`src/rtl/dbg_mailbox_pkg.sv`:
```
// Shared constants for the debug mailbox: function codes, status bit
// positions, transmitter states and the hex-digit helper.
package dbg_mailbox_pkg;

  localparam logic [31:0] DBG_EXIT       = 32'h0000_0000;
  localparam logic [31:0] DBG_ASSERT_EQ  = 32'h0000_0001;
  localparam logic [31:0] DBG_ASSERT_NE  = 32'h0000_0002;
  localparam logic [31:0] DBG_PRINT      = 32'h0000_0003;
  localparam logic [31:0] DBG_PRINT_HEX  = 32'h0000_0004;
  localparam logic [31:0] DBG_CHECK_REGS = 32'h0001_0000;
  localparam logic [31:0] DBG_DUMP       = 32'hffff_0000;

  localparam int ST_BUSY        = 0;
  localparam int ST_HALTED      = 1;
  localparam int ST_ASSERT_FAIL = 2;
  localparam int ST_OVERFLOW    = 3;
  localparam int ST_UNSUPPORTED = 4;
  localparam int ST_FAIL_LSB    = 8;
  localparam int ST_LEVEL_LSB   = 16;

  typedef enum logic [1:0] {TX_IDLE, TX_START, TX_DATA, TX_STOP} tx_state_e;

  // Uppercase ASCII for one nibble.
  function automatic logic [7:0] hex_ascii(input logic [3:0] n);
    return (n < 4'd10) ? (8'h30 + {4'h0, n}) : (8'h37 + {4'h0, n});
  endfunction

endpackage

```
`src/rtl/dbg_mailbox_tx_uart.sv`:
```
// 8N1 serial transmitter. One byte is accepted on valid && ready; ready is
// high in IDLE and in the last STOP cycle so frames can run back-to-back.
module uart_tx_8n1
  import dbg_mailbox_pkg::*;
#(
  parameter int CLK_DIV = 16
) (
  input  logic       clk,
  input  logic       reset,
  input  logic [7:0] data,
  input  logic       valid,
  output logic       ready,
  output logic       idle,
  output logic       tx
);

  localparam int CW = (CLK_DIV > 2) ? $clog2(CLK_DIV) : 1;

  tx_state_e     state_q, state_d;
  logic [CW-1:0] cnt_q, cnt_d;
  logic [2:0]    bit_q, bit_d;
  logic [7:0]    shift_q, shift_d;
  logic          last_tick;

  assign last_tick = (cnt_q == CW'(CLK_DIV - 1));

  // State register.
  always_ff @(posedge clk) begin
    if (reset) begin
      state_q <= TX_IDLE;
      cnt_q   <= '0;
      bit_q   <= '0;
      shift_q <= '0;
    end else begin
      state_q <= state_d;
      cnt_q   <= cnt_d;
      bit_q   <= bit_d;
      shift_q <= shift_d;
    end
  end

  // Next-state: bit timing and frame sequencing.
  always_comb begin
    state_d = state_q;
    cnt_d   = cnt_q;
    bit_d   = bit_q;
    shift_d = shift_q;
    case (state_q)
      TX_IDLE: begin
        if (valid) begin
          shift_d = data;
          cnt_d   = '0;
          bit_d   = '0;
          state_d = TX_START;
        end
      end
      TX_START: begin
        if (last_tick) begin
          cnt_d   = '0;
          bit_d   = '0;
          state_d = TX_DATA;
        end else begin
          cnt_d = cnt_q + 1'b1;
        end
      end
      TX_DATA: begin
        if (last_tick) begin
          cnt_d   = '0;
          shift_d = {1'b0, shift_q[7:1]};
          if (bit_q == 3'd7) state_d = TX_STOP;
          else               bit_d   = bit_q + 3'd1;
        end else begin
          cnt_d = cnt_q + 1'b1;
        end
      end
      default: begin
        if (last_tick) begin
          cnt_d = '0;
          if (valid) begin
            shift_d = data;
            bit_d   = '0;
            state_d = TX_START;
          end else begin
            state_d = TX_IDLE;
          end
        end else begin
          cnt_d = cnt_q + 1'b1;
        end
      end
    endcase
  end

  // Outputs: line level and handshake derived from the state.
  always_comb begin
    ready = (state_q == TX_IDLE) || ((state_q == TX_STOP) && last_tick);
    idle  = (state_q == TX_IDLE);
    case (state_q)
      TX_START: tx = 1'b0;
      TX_DATA:  tx = shift_q[0];
      default:  tx = 1'b1;
    endcase
  end

endmodule

```
`src/rtl/dbg_mailbox_tx.sv`:
```
// Debug-RAM mailbox: argument words, one-cycle command execution, sticky
// status and a character FIFO feeding an 8N1 transmitter.
// Build option DBG_MAILBOX_HEX_EN enables function 4 (print arg1 as hex).
module dbg_mailbox_tx
  import dbg_mailbox_pkg::*;
#(
  parameter int CLK_DIV    = 16,
  parameter int FIFO_DEPTH = 8
) (
  input  logic        clk,
  input  logic        reset,
  input  logic        we,
  input  logic [2:0]  addr,
  input  logic [31:0] wdata,
  output logic [31:0] rdata,
  output logic        uart_tx,
  output logic        halted,
  output logic        assert_fail
);

  localparam int PW = $clog2(FIFO_DEPTH);
  localparam int LW = PW + 1;

  logic [7:0][31:0]            args_q, args_d;
  logic                        trigger_q, trigger_d;
  logic                        halted_q, halted_d;
  logic                        assert_fail_q, assert_fail_d;
  logic                        overflow_q, overflow_d;
  logic                        unsupported_q, unsupported_d;
  logic [7:0]                  fail_cnt_q, fail_cnt_d;
  logic [FIFO_DEPTH-1:0][7:0]  mem_q, mem_d;
  logic [PW-1:0]               wptr_q, wptr_d, rptr_q, rptr_d;
  logic [LW-1:0]               level_q, level_d, free;

  logic                        exec, set_halt, do_fail, set_unsup, want_print;
  logic [3:0]                  req_n, push_n;
  logic [7:0][7:0]             bytes;
  logic                        fits, pop, tx_ready, tx_idle;
  logic [31:0]                 status;

  assign exec = trigger_q && !halted_q;
  assign free = LW'(FIFO_DEPTH) - level_q;
  assign fits = (32'(req_n) <= 32'(free));
  assign pop  = (level_q != '0) && tx_ready;

  // Command decode: what the triggered function asks for this cycle.
  always_comb begin
    logic stop;
    set_halt   = 1'b0;
    do_fail    = 1'b0;
    set_unsup  = 1'b0;
    want_print = 1'b0;
    req_n      = 4'd0;
    bytes      = '0;
    stop       = 1'b0;
    if (exec) begin
      case (args_q[0])
        DBG_EXIT:      set_halt = 1'b1;
        DBG_ASSERT_EQ: do_fail  = (args_q[1] != args_q[2]);
        DBG_ASSERT_NE: do_fail  = (args_q[1] == args_q[2]);
        DBG_PRINT: begin
          want_print = 1'b1;
          for (int i = 0; i < 4; i++) begin
            if (!stop && (args_q[1][8*i +: 8] != 8'h00)) begin
              bytes[i] = args_q[1][8*i +: 8];
              req_n    = req_n + 4'd1;
            end else begin
              stop = 1'b1;
            end
          end
        end
`ifdef DBG_MAILBOX_HEX_EN
        DBG_PRINT_HEX: begin
          want_print = 1'b1;
          req_n      = 4'd8;
          for (int i = 0; i < 8; i++) bytes[i] = hex_ascii(args_q[1][28-4*i +: 4]);
        end
`else
        DBG_PRINT_HEX: set_unsup = 1'b1;
`endif
        DBG_CHECK_REGS, DBG_DUMP: ;
        default:       set_unsup = 1'b1;
      endcase
    end
  end

  // Argument store, trigger, sticky status and FIFO bookkeeping.
  always_comb begin
    args_d        = args_q;
    if (we) args_d[addr] = wdata;
    trigger_d     = we && (addr == 3'd0);
    halted_d      = halted_q | set_halt;
    assert_fail_d = assert_fail_q | do_fail;
    fail_cnt_d    = (do_fail && (fail_cnt_q != 8'hFF)) ? fail_cnt_q + 8'd1 : fail_cnt_q;
    overflow_d    = overflow_q | (want_print && !fits);
    unsupported_d = unsupported_q | set_unsup;
    // Atomic push: all requested bytes or none.
    push_n        = (want_print && fits) ? req_n : 4'd0;
    mem_d         = mem_q;
    for (int i = 0; i < 8; i++)
      if (4'(i) < push_n) mem_d[wptr_q + PW'(i)] = bytes[i];
    wptr_d        = wptr_q + PW'(push_n);
    rptr_d        = rptr_q + PW'(pop);
    level_d       = level_q + LW'(push_n) - LW'(pop);
  end

  // Control registers.
  always_ff @(posedge clk) begin
    if (reset) begin
      args_q        <= '0;
      trigger_q     <= 1'b0;
      halted_q      <= 1'b0;
      assert_fail_q <= 1'b0;
      overflow_q    <= 1'b0;
      unsupported_q <= 1'b0;
      fail_cnt_q    <= '0;
      wptr_q        <= '0;
      rptr_q        <= '0;
      level_q       <= '0;
    end else begin
      args_q        <= args_d;
      trigger_q     <= trigger_d;
      halted_q      <= halted_d;
      assert_fail_q <= assert_fail_d;
      overflow_q    <= overflow_d;
      unsupported_q <= unsupported_d;
      fail_cnt_q    <= fail_cnt_d;
      wptr_q        <= wptr_d;
      rptr_q        <= rptr_d;
      level_q       <= level_d;
    end
  end

  // FIFO storage; contents are don't-care while the level is zero.
  always_ff @(posedge clk) begin
    mem_q <= mem_d;
  end

  // Status word and read mux.
  always_comb begin
    status                             = '0;
    status[ST_BUSY]                    = (level_q != '0) || !tx_idle;
    status[ST_HALTED]                  = halted_q;
    status[ST_ASSERT_FAIL]             = assert_fail_q;
    status[ST_OVERFLOW]                = overflow_q;
    status[ST_UNSUPPORTED]             = unsupported_q;
    status[ST_FAIL_LSB +: 8]           = fail_cnt_q;
    status[ST_LEVEL_LSB +: 8]          = 8'(level_q);
    rdata = (addr == 3'd0) ? status : args_q[addr];
  end

  assign halted      = halted_q;
  assign assert_fail = assert_fail_q;

  uart_tx_8n1 #(.CLK_DIV(CLK_DIV)) u_tx (
    .clk   (clk),
    .reset (reset),
    .data  (mem_q[rptr_q]),
    .valid (level_q != '0),
    .ready (tx_ready),
    .idle  (tx_idle),
    .tx    (uart_tx)
  );

endmodule

```
`config.mk`:
```
export PLATFORM = sky130hd
export DESIGN_NAME = dbg_mailbox_tx
export DESIGN_NICKNAME = d
export VERILOG_FILES = /design/src/rtl/dbg_mailbox_pkg.sv /design/src/rtl/dbg_mailbox_tx_uart.sv /design/src/rtl/dbg_mailbox_tx.sv
export SDC_FILE = /design/constraint.sdc
export NUM_CORES = 1
export LEC_CHECK = 0
export CORE_ASPECT_RATIO = 1.1
export CORE_UTILIZATION = 35
export DETAILED_ROUTE_END_ITERATION = 8
export GPL_TIMING_DRIVEN = 0
export PLACE_DENSITY = 0.53
export SETUP_SLACK_MARGIN = 0.2
export SLEW_MARGIN = 20
export SYNTH_ARGS = -nofsm -noshare
export SYNTH_HDL_FRONTEND = slang
export SYNTH_SLANG_ARGS = --single-unit
```
`constraint.sdc`:
```
create_clock -name clk -period 9.87 [get_ports clk]
set_clock_uncertainty 0.1 [all_clocks]
set_input_delay 0.987 -clock clk [delete_from_list [all_inputs] [get_ports clk]]
set_output_delay 0.987 -clock clk [all_outputs]
set_load 0.01 [all_outputs]
```
==> results of run 1 <==
## cells by family after synthesis
| logic type | count (synthesis) | share of synthesized area, % |
|---|---|---|
| xor gates and xnor gates | 45 | 2.044 |
| DFF | 360 | 37.38 |
| buffers and inverters | 254 | 5.444 |
| AOI/OAI and AO/OA | 509 | 16.04 |
| and+or+nand+nor | 1018 | 25.11 |
| muxes | 163 | 12.07 |
| other | 1 | 0.01945 |
| adders and majority gates | 28 | 1.895 |
## worst min path at each step
stage | startpoint | slack, ps | to | depth (start not counted)
after floorplan | args_q[197]$_SDFFE_PP0P_ | 330 | args_q[197]$_SDFFE_PP0P_ | 2
after global placement | args_q[189]$_SDFFE_PP0P_ | 340 | args_q[189]$_SDFFE_PP0P_ | 2
after detailed placement | args_q[158]$_SDFFE_PP0P_ | 350 | args_q[158]$_SDFFE_PP0P_ | 2
after CTS | args_q[136]$_SDFFE_PP0P_ | 350 | args_q[136]$_SDFFE_PP0P_ | 2
after global routing | args_q[100]$_SDFFE_PP0P_ | 370 | args_q[100]$_SDFFE_PP0P_ | 2
final | args_q[158]$_SDFFE_PP0P_ | 350 | args_q[158]$_SDFFE_PP0P_ | 2
## flip-flops by register name, indices dropped and copies added, names as in the netlist, 2 cells and up
register / flops
level_q: 4
u_tx.cnt_q: 4
u_tx.bit_q: 3
mem_q: 64
fail_cnt_q: 8
u_tx.state_q: 2
args_q: 256
wptr_q: 3
u_tx.shift_q: 8
rptr_q: 3
## layout by cell type, fill, tap and decap left out, types with 27 or more instances in the layout
master	n
clkbuf_16	43
clkbuf_1	141
nand3_1	30
clkbuf_2	32
mux2i_1	63
inv_1	53
dfxtp_1	360
xor2_1	37
mux4_2	49
mux2_2	46
and3_1	51
clkdlybuf4s50_1	37
a222oi_1	32
nand2_1	613
a21oi_1	328
o21ai_0	27
nor3_1	34
nor2_1	137
nand4_1	27
## critical path: cells and delay by family, from the launching register on
kind / cells / cell delay, ps
AO/OA/AOI/OAI: 1 / 520
XOR/XNOR: 1 / 140
adder cells (fa/ha/maj): 4 / 1170
buffers and inverters: 5 / 1250
flip-flops: 1 / 310
AND/OR/NAND/NOR: 8 / 2580
## per-layer routing
| layer | routed length, um | share of wire, % |
|---|---|---|
| met1 | 31070 | 40 |
| met2 | 38050 | 48 |
| met5 | 13 | 0.017 |
| met4 | 4131 | 5.3 |
| met3 | 5321 | 6.8 |
## power by group through the flow
stage                     combinational [mW]  clock (mW)  sequential (mW)
final                                  0.680        1.65             1.53
after floorplan                        0.469           0             1.55
after detailed placement               0.676           0             1.57
after global placement                 0.667           0             1.56
after CTS                              0.680        1.67             1.53
after global routing                   0.746        1.73             1.54
## final cells by class
| type | count | area (sq um) |
|---|---|---|
| well taps | 728 | 910.9 |
| multi-input cells | 1764 | 11040 |
| clock inverters | 16 | 205.2 |
| inverters | 53 | 198.9 |
| fillers | 5559 | 31970 |
| plain buffers | 201 | 852.1 |
| clock buffers | 61 | 1244 |
| repair buffers | 38 | 381.6 |
| flip-flops and latches | 360 | 7207 |
==> key figures, run 1 <==
Outcome
  – Run status: finished with violations
  – Failing checks: design-rule violations

Finish
  – Post-layout util: 40.80%
  – Final Non-Filler Cells: about 3200
  – Design area: approximately 22000 sq um
  – N_diodes: 0
  – P&R area growth vs syn: 14.29%
  – Final nets: about 2500
  – Fraction of final layout cells sized beyond drive strength 1: approximately 11%

Power
  – Worst vdd ir: approximately 0.11 mV
  – Sw power: 1.156 mW
  – Seq pwr share: between 30% and 40%
  – Overall power: between 3 and 4 mW
  – Combinational Power Share: 17.6%
  – Clock group share of total power: 42.7%
  – Leakage power: 8.092 nW
  – Pint: between 2 and 3 mW
  – Total power per unit cell area: roughly 180 nW/um^2
  – Switching Share: 29.93%

Clocking
  – Hold buffers post-CTS: 0
  – Clk_lat worst skew: approximately 600 ps
  – Clock sinks: 360
  – CTS max path bufs: 3
  – CTS-repair resized insts: 0
  – TritonCTS Buffers: between 40 and 50
  – H-Tree Depth: 2
  – Clock slew at reported path FFs: 60 ps
  – CTS root buf: clkbuf_16
  – CTS tree: done
  – Setup repair bufs after CTS: 0

STA
  – # setup viols final: 0
  – Slew HR: ~22%
  – Least-Margin Pin Slew: between 1000 and 1500 ps
  – Period Utilization, post-route: between 60% and 70%
  – Setup tns final: 0 ps
  – Worst setup margin: 3643 ps
  – Max-slew violation count: 0
  – Hold Vio Cnt, Final: 0
  – Fmax: 0.1606 GHz
  – RSZ-0062 raised after global routing: no
  – Post-route minimum period: roughly 6200 ps
  – Hold Worst Slack: approximately 350 ps

Setup path
  – Slowest CP cell: nor4_1
  – Setup crit end: level_q[2]$_SDFF_PP0_
  – Reg2reg end: level_q[2]$_SDFF_PP0_
  – CP startpoint: args_q[12]$_SDFFE_PP0P_
  – RR Startpoint: args_q[12]$_SDFFE_PP0P_
  – CP Cell Sequence: nor4_1 -> nand4_2 -> nor2_1 -> clkbuf_1 -> buf_2 -> nand2_1 -> nor2_1 -> ha_1 -> a2111oi_2 -> or2_2 -> clkbuf_1 -> nand3_1 -> ha_1 -> inv_1 -> ha_1 -> inv_1 -> fa_1 -> xor2_1 -> nor2_1
  – Crit-path max FO: 10
  – CP Launch Type: flop
  – Critical Path End Type: flop
  – R2R cell count: 19
  – WP data arrival: 6550 ps
  – Req. time, crit path: roughly 10000 ps
  – Kind of critical path: flop to flop
  – Worst reg2reg setup slack: 3640 ps
  – Worst path max stage delay: around 570 ps

Logic synthesis
  – Post-synthesis sequential area ratio: a little under two fifths
  – Synth async-reset ratio: 0%
  – Ys Warns: 0
  – Area leader, netlist: dfxtp_1
  – Post-synth EDFFs: 0
  – Top cells by count, synth: nand2_1 (613), dfxtp_1 (360), a21oi_1 (328)
  – Synth Area per Inst: 8.108 sq um
  – Mapped Cells: approximately 2400
  – Count leader, synth: nand2_1
  – Distinct cells, synth: 78
  – Yosys top cell area share: between 30% and 40%
  – Top cells by area, synth: dfxtp_1 (37%), nand2_1 (12%), a21oi_1 (8.5%)
  – Yosys reg bits: 360
  – Predominant post-synthesis flop cell: dfxtp_1
  – Synthesized cell area: 19280 sq um
  – Post-Syn Nets: approximately 2400

Floorplan
  – Die width: about 230 um
  – Row cnt: 89
  – Die extent in y: roughly 250 um
  – Die ar.: between 50000 and 60000 sq um
  – I/O pins: 73
  – Core Footprint: approximately 54000 sq um
  – Initial Utilization: roughly 36%

Detailed routing
  – Antenna viol nets, final: 0
  – DR vias: between 15000 and 20000
  – Detailed-router iteration count before antenna repair: 9
  – Initial drt markers: roughly 1900
  – Vias/cell: 5.767
  – Routed wire length: between 70000 and 80000 um
  – Wire per inst: 24.40 um
  – Residual DRC count: 10

Placement
  – Post-DP HPWL: between 50000 and 60000 um
  – Pre-CTS WS: between 3000 and 4000 ps
  – Dpl cell area: about 21000 sq um
  – Routability cong.: 0.9849
  – Cell Count Post-Placement: 3143
  – IO Port Bufs: 37

Global route
  – Grt ovf: 0
  – GRT met3 Usage: roughly 4.9%
  – First-pass GRT wire length: 115600 um
  – Largest net degree at the start of global routing: 13
  – Total Routing Usage GR: ~28%
  – Initial antenna violation count: 2
  – Vias in the first global route: roughly 18000
  – M2 GR Usage: between 40 and 50%
  – Grt peak-use layer: met2
  – Met1 Usage GRT: around 34%

Run
  – Number of max-cap violations: 0

Worst hold path
  – Worst Hold Class: flop to flop
(Power assumes the default switching activity.)
==> inputs of run 2 (changes only) <==
==> constraint.sdc (replaced) <==
create_clock -name clk -period 6.2 [get_ports clk]
set_clock_uncertainty 0.1 [all_clocks]
set_input_delay 0.62 -clock clk [delete_from_list [all_inputs] [get_ports clk]]
set_output_delay 0.62 -clock clk [all_outputs]
set_load 0.01 [all_outputs]
==> run 2 against run 1 <==
- the flow now finishes without violations
- sequential cell count unchanged
- setup slack worse by 3100 ps
- final area hardly changed
- sequential share of layout area about the same
- via count hardly changed
- non-clock buffer count stayed put
- critical path type unchanged
- critical endpoint is now mem_q[6]$_DFF_P_
- highest routed layer unchanged
==> key figures, run 2 (synthesis gave the netlist of run 1 again) <==
Outcome
  – Run status: complete, no violations

Power
  – Overall power: 6.149 mW
  – Total power per unit cell area: roughly 280 nW/um^2
  – Leakage power: 8.096 nW
  – Worst vdd ir: between 0.15 and 0.2 mV

Floorplan
  – Die extent in y: around 250 um
  – I/O pins: 73
  – Die width: roughly 230 um
  – Core Footprint: 54010 sq um
  – Row cnt: ~90
  – Initial Utilization: 35.70%
  – Die ar.: ~56000 sq um

STA
  – # setup viols final: 0
  – Post-route minimum period: approximately 5700 ps
  – Setup tns final: 0 ps
  – Max-slew violation count: 0
  – Hold Vio Cnt, Final: 0
  – Slew HR: roughly 23%
  – RSZ-0062 raised after global routing: no
  – Least-Margin Pin Slew: ~1200 ps
  – Fmax: between 0.15 and 0.2 GHz
  – Period Utilization, post-route: approximately nine tenths
  – Worst setup margin: ~500 ps

Finish
  – Most frequent cells in the layout: nand2_1 (613), dfxtp_1 (360), a21oi_1 (328), clkbuf_1 (140), nor2_1 (137)
  – P&R area growth vs syn: 14.31%
  – Filler instances: around 5600
  – Max reg flops: around 260
  – Leading registers by flop count: args_q (256), mem_q (64)
  – Most flops, register: args_q
  – Most common cell after layout, fill and taps aside: nand2_1
  – Fraction of final layout cells sized beyond drive strength 1: 11.31%
  – Final nets: ~2500
  – N_diodes: 0

Clocking
  – Clock sinks: 360
  – TritonCTS Buffers: 42
  – CTS tree: done
  – Clock slew at reported path FFs: roughly 60 ps
  – Clk_lat worst skew: 590 ps
  – CTS root buf: clkbuf_16
  – CTS max path bufs: 3
  – Hold buffers post-CTS: 0
  – H-Tree Depth: 2

Detailed routing
  – Residual DRC count: 0
  – Initial drt markers: 1944
  – Vias/cell: 5.762
  – Detailed-router iteration count before antenna repair: 9
  – Antenna viol nets, final: 0
  – Routed wire length: between 70000 and 80000 um
  – DR vias: about 19000
  – Wire per inst: roughly 24 um

Placement
  – Post-DP HPWL: 58010 um
  – Routability cong.: just under 1
  – Pre-CTS WS: around 160 ps
  – IO Port Bufs: 37

Worst hold path
  – Worst Hold Class: input pin to flop

Global route
  – Total Routing Usage GR: approximately 28%
  – First-pass GRT wire length: around 120000 um
  – Vias in the first global route: around 18000
  – Initial antenna violation count: 2
  – Grt ovf: 0
  – Largest net degree at the start of global routing: 13

Setup path
  – Critical Path End Type: flop
  – Crit-path max FO: 10
  – CP Launch Type: flop
  – WP data arrival: 6020 ps
  – Kind of critical path: flop to flop
  – Req. time, crit path: between 6000 and 7000 ps

Run
  – Number of max-cap violations: 0
run 2: cell count changes in the layout (fill, tap and decap cells not counted), sizes merged:
| cell | change |
|---|---|
| buf | +1 |
| clkbuf | -1 |
run 2: final timing paths:
kind | startpoint | endpoint | slack [ps] | depth (start not counted)
max | args_q[40]$_SDFFE_PP0P_ | mem_q[6]$_DFF_P_ | 500 | 16
max reg2reg | args_q[40]$_SDFFE_PP0P_ | mem_q[6]$_DFF_P_ | 500 | 16
min | wdata[5] | args_q[133]$_SDFFE_PP0P_ | 280 | 3
min reg2reg | args_q[158]$_SDFFE_PP0P_ | args_q[158]$_SDFFE_PP0P_ | 350 | 2
run 2: timing repair:
action,in CTS,in global routing
setup buffers,1,0
resized for setup,0,0
pin swaps,1,0
setup endpoints to repair,3,8
run 2: cell type report:
| type | instances | area [sq um] | share of cell area [%] |
|---|---|---|---|
| sequential | 360 | 7207 | 32.70 |
| clock buffer | 61 | 1244 | 5.643 |
| inverter | 53 | 198.9 | 0.9026 |
| multi-input combinational | 1764 | 11040 | 50.08 |
| clock inverter | 16 | 205.2 | 0.9310 |
| tap | 728 | 910.9 | 4.133 |
| timing repair buffer | 39 | 389.1 | 1.766 |
| buffer | 200 | 848.3 | 3.849 |
run 2: per-layer routing:
metal | share of wire, % | up-vias | global-route usage [%] | wire length, um
met5 | 0.017 | - | 0 | 13
met4 | 5.2 | 2 | 13.59 | 4121
met3 | 6.7 | 203 | 4.895 | 5229
met2 | 48 | 799 | 47.73 | 38010
met1 | 40 | 9039 | 33.72 | 31150
li1 | - | 8516 | - | -
run 2: per-stage QoR:
stage / area, sq um / cells / hold slack (ps) / util, %
6_report: 22040 / 3221 / 284.9 / 40.81
5_1_grt: 22040 / 3221 / 297.6 / 40.81
4_1_cts: 22030 / 3221 / 267.3 / 40.79
3_5_place_dp: 20580 / 3143 / 346.0 / 38.10
3_3_place_gp: 20560 / 3143 / 338.5 / 38.07
2_1_floorplan: 19280 / 2378 / 332.9 / -
run 2: worst max-delay path: stages, from the launching register on:
cell and delay, ps:
dfxtp_1 300, buf_2 350, nor4_1 130, and2_1 270, nor4_4 570, buf_2 320
nand2_1 380, nor2_1 270, ha_1 290, a2111oi_2 520, o211a_1 320, buf_2 240
nand3_1 290, nor2_1 260, buf_2 250, o31a_1 510, nor3_1 140
run 2: power by group:
part           total (mW)  internal, mW  switching, mW
Sequential           2.44          2.38         0.0630
Combinational        1.08         0.366          0.715
Clock                2.63          1.56           1.06
Total                6.15          4.31           1.84
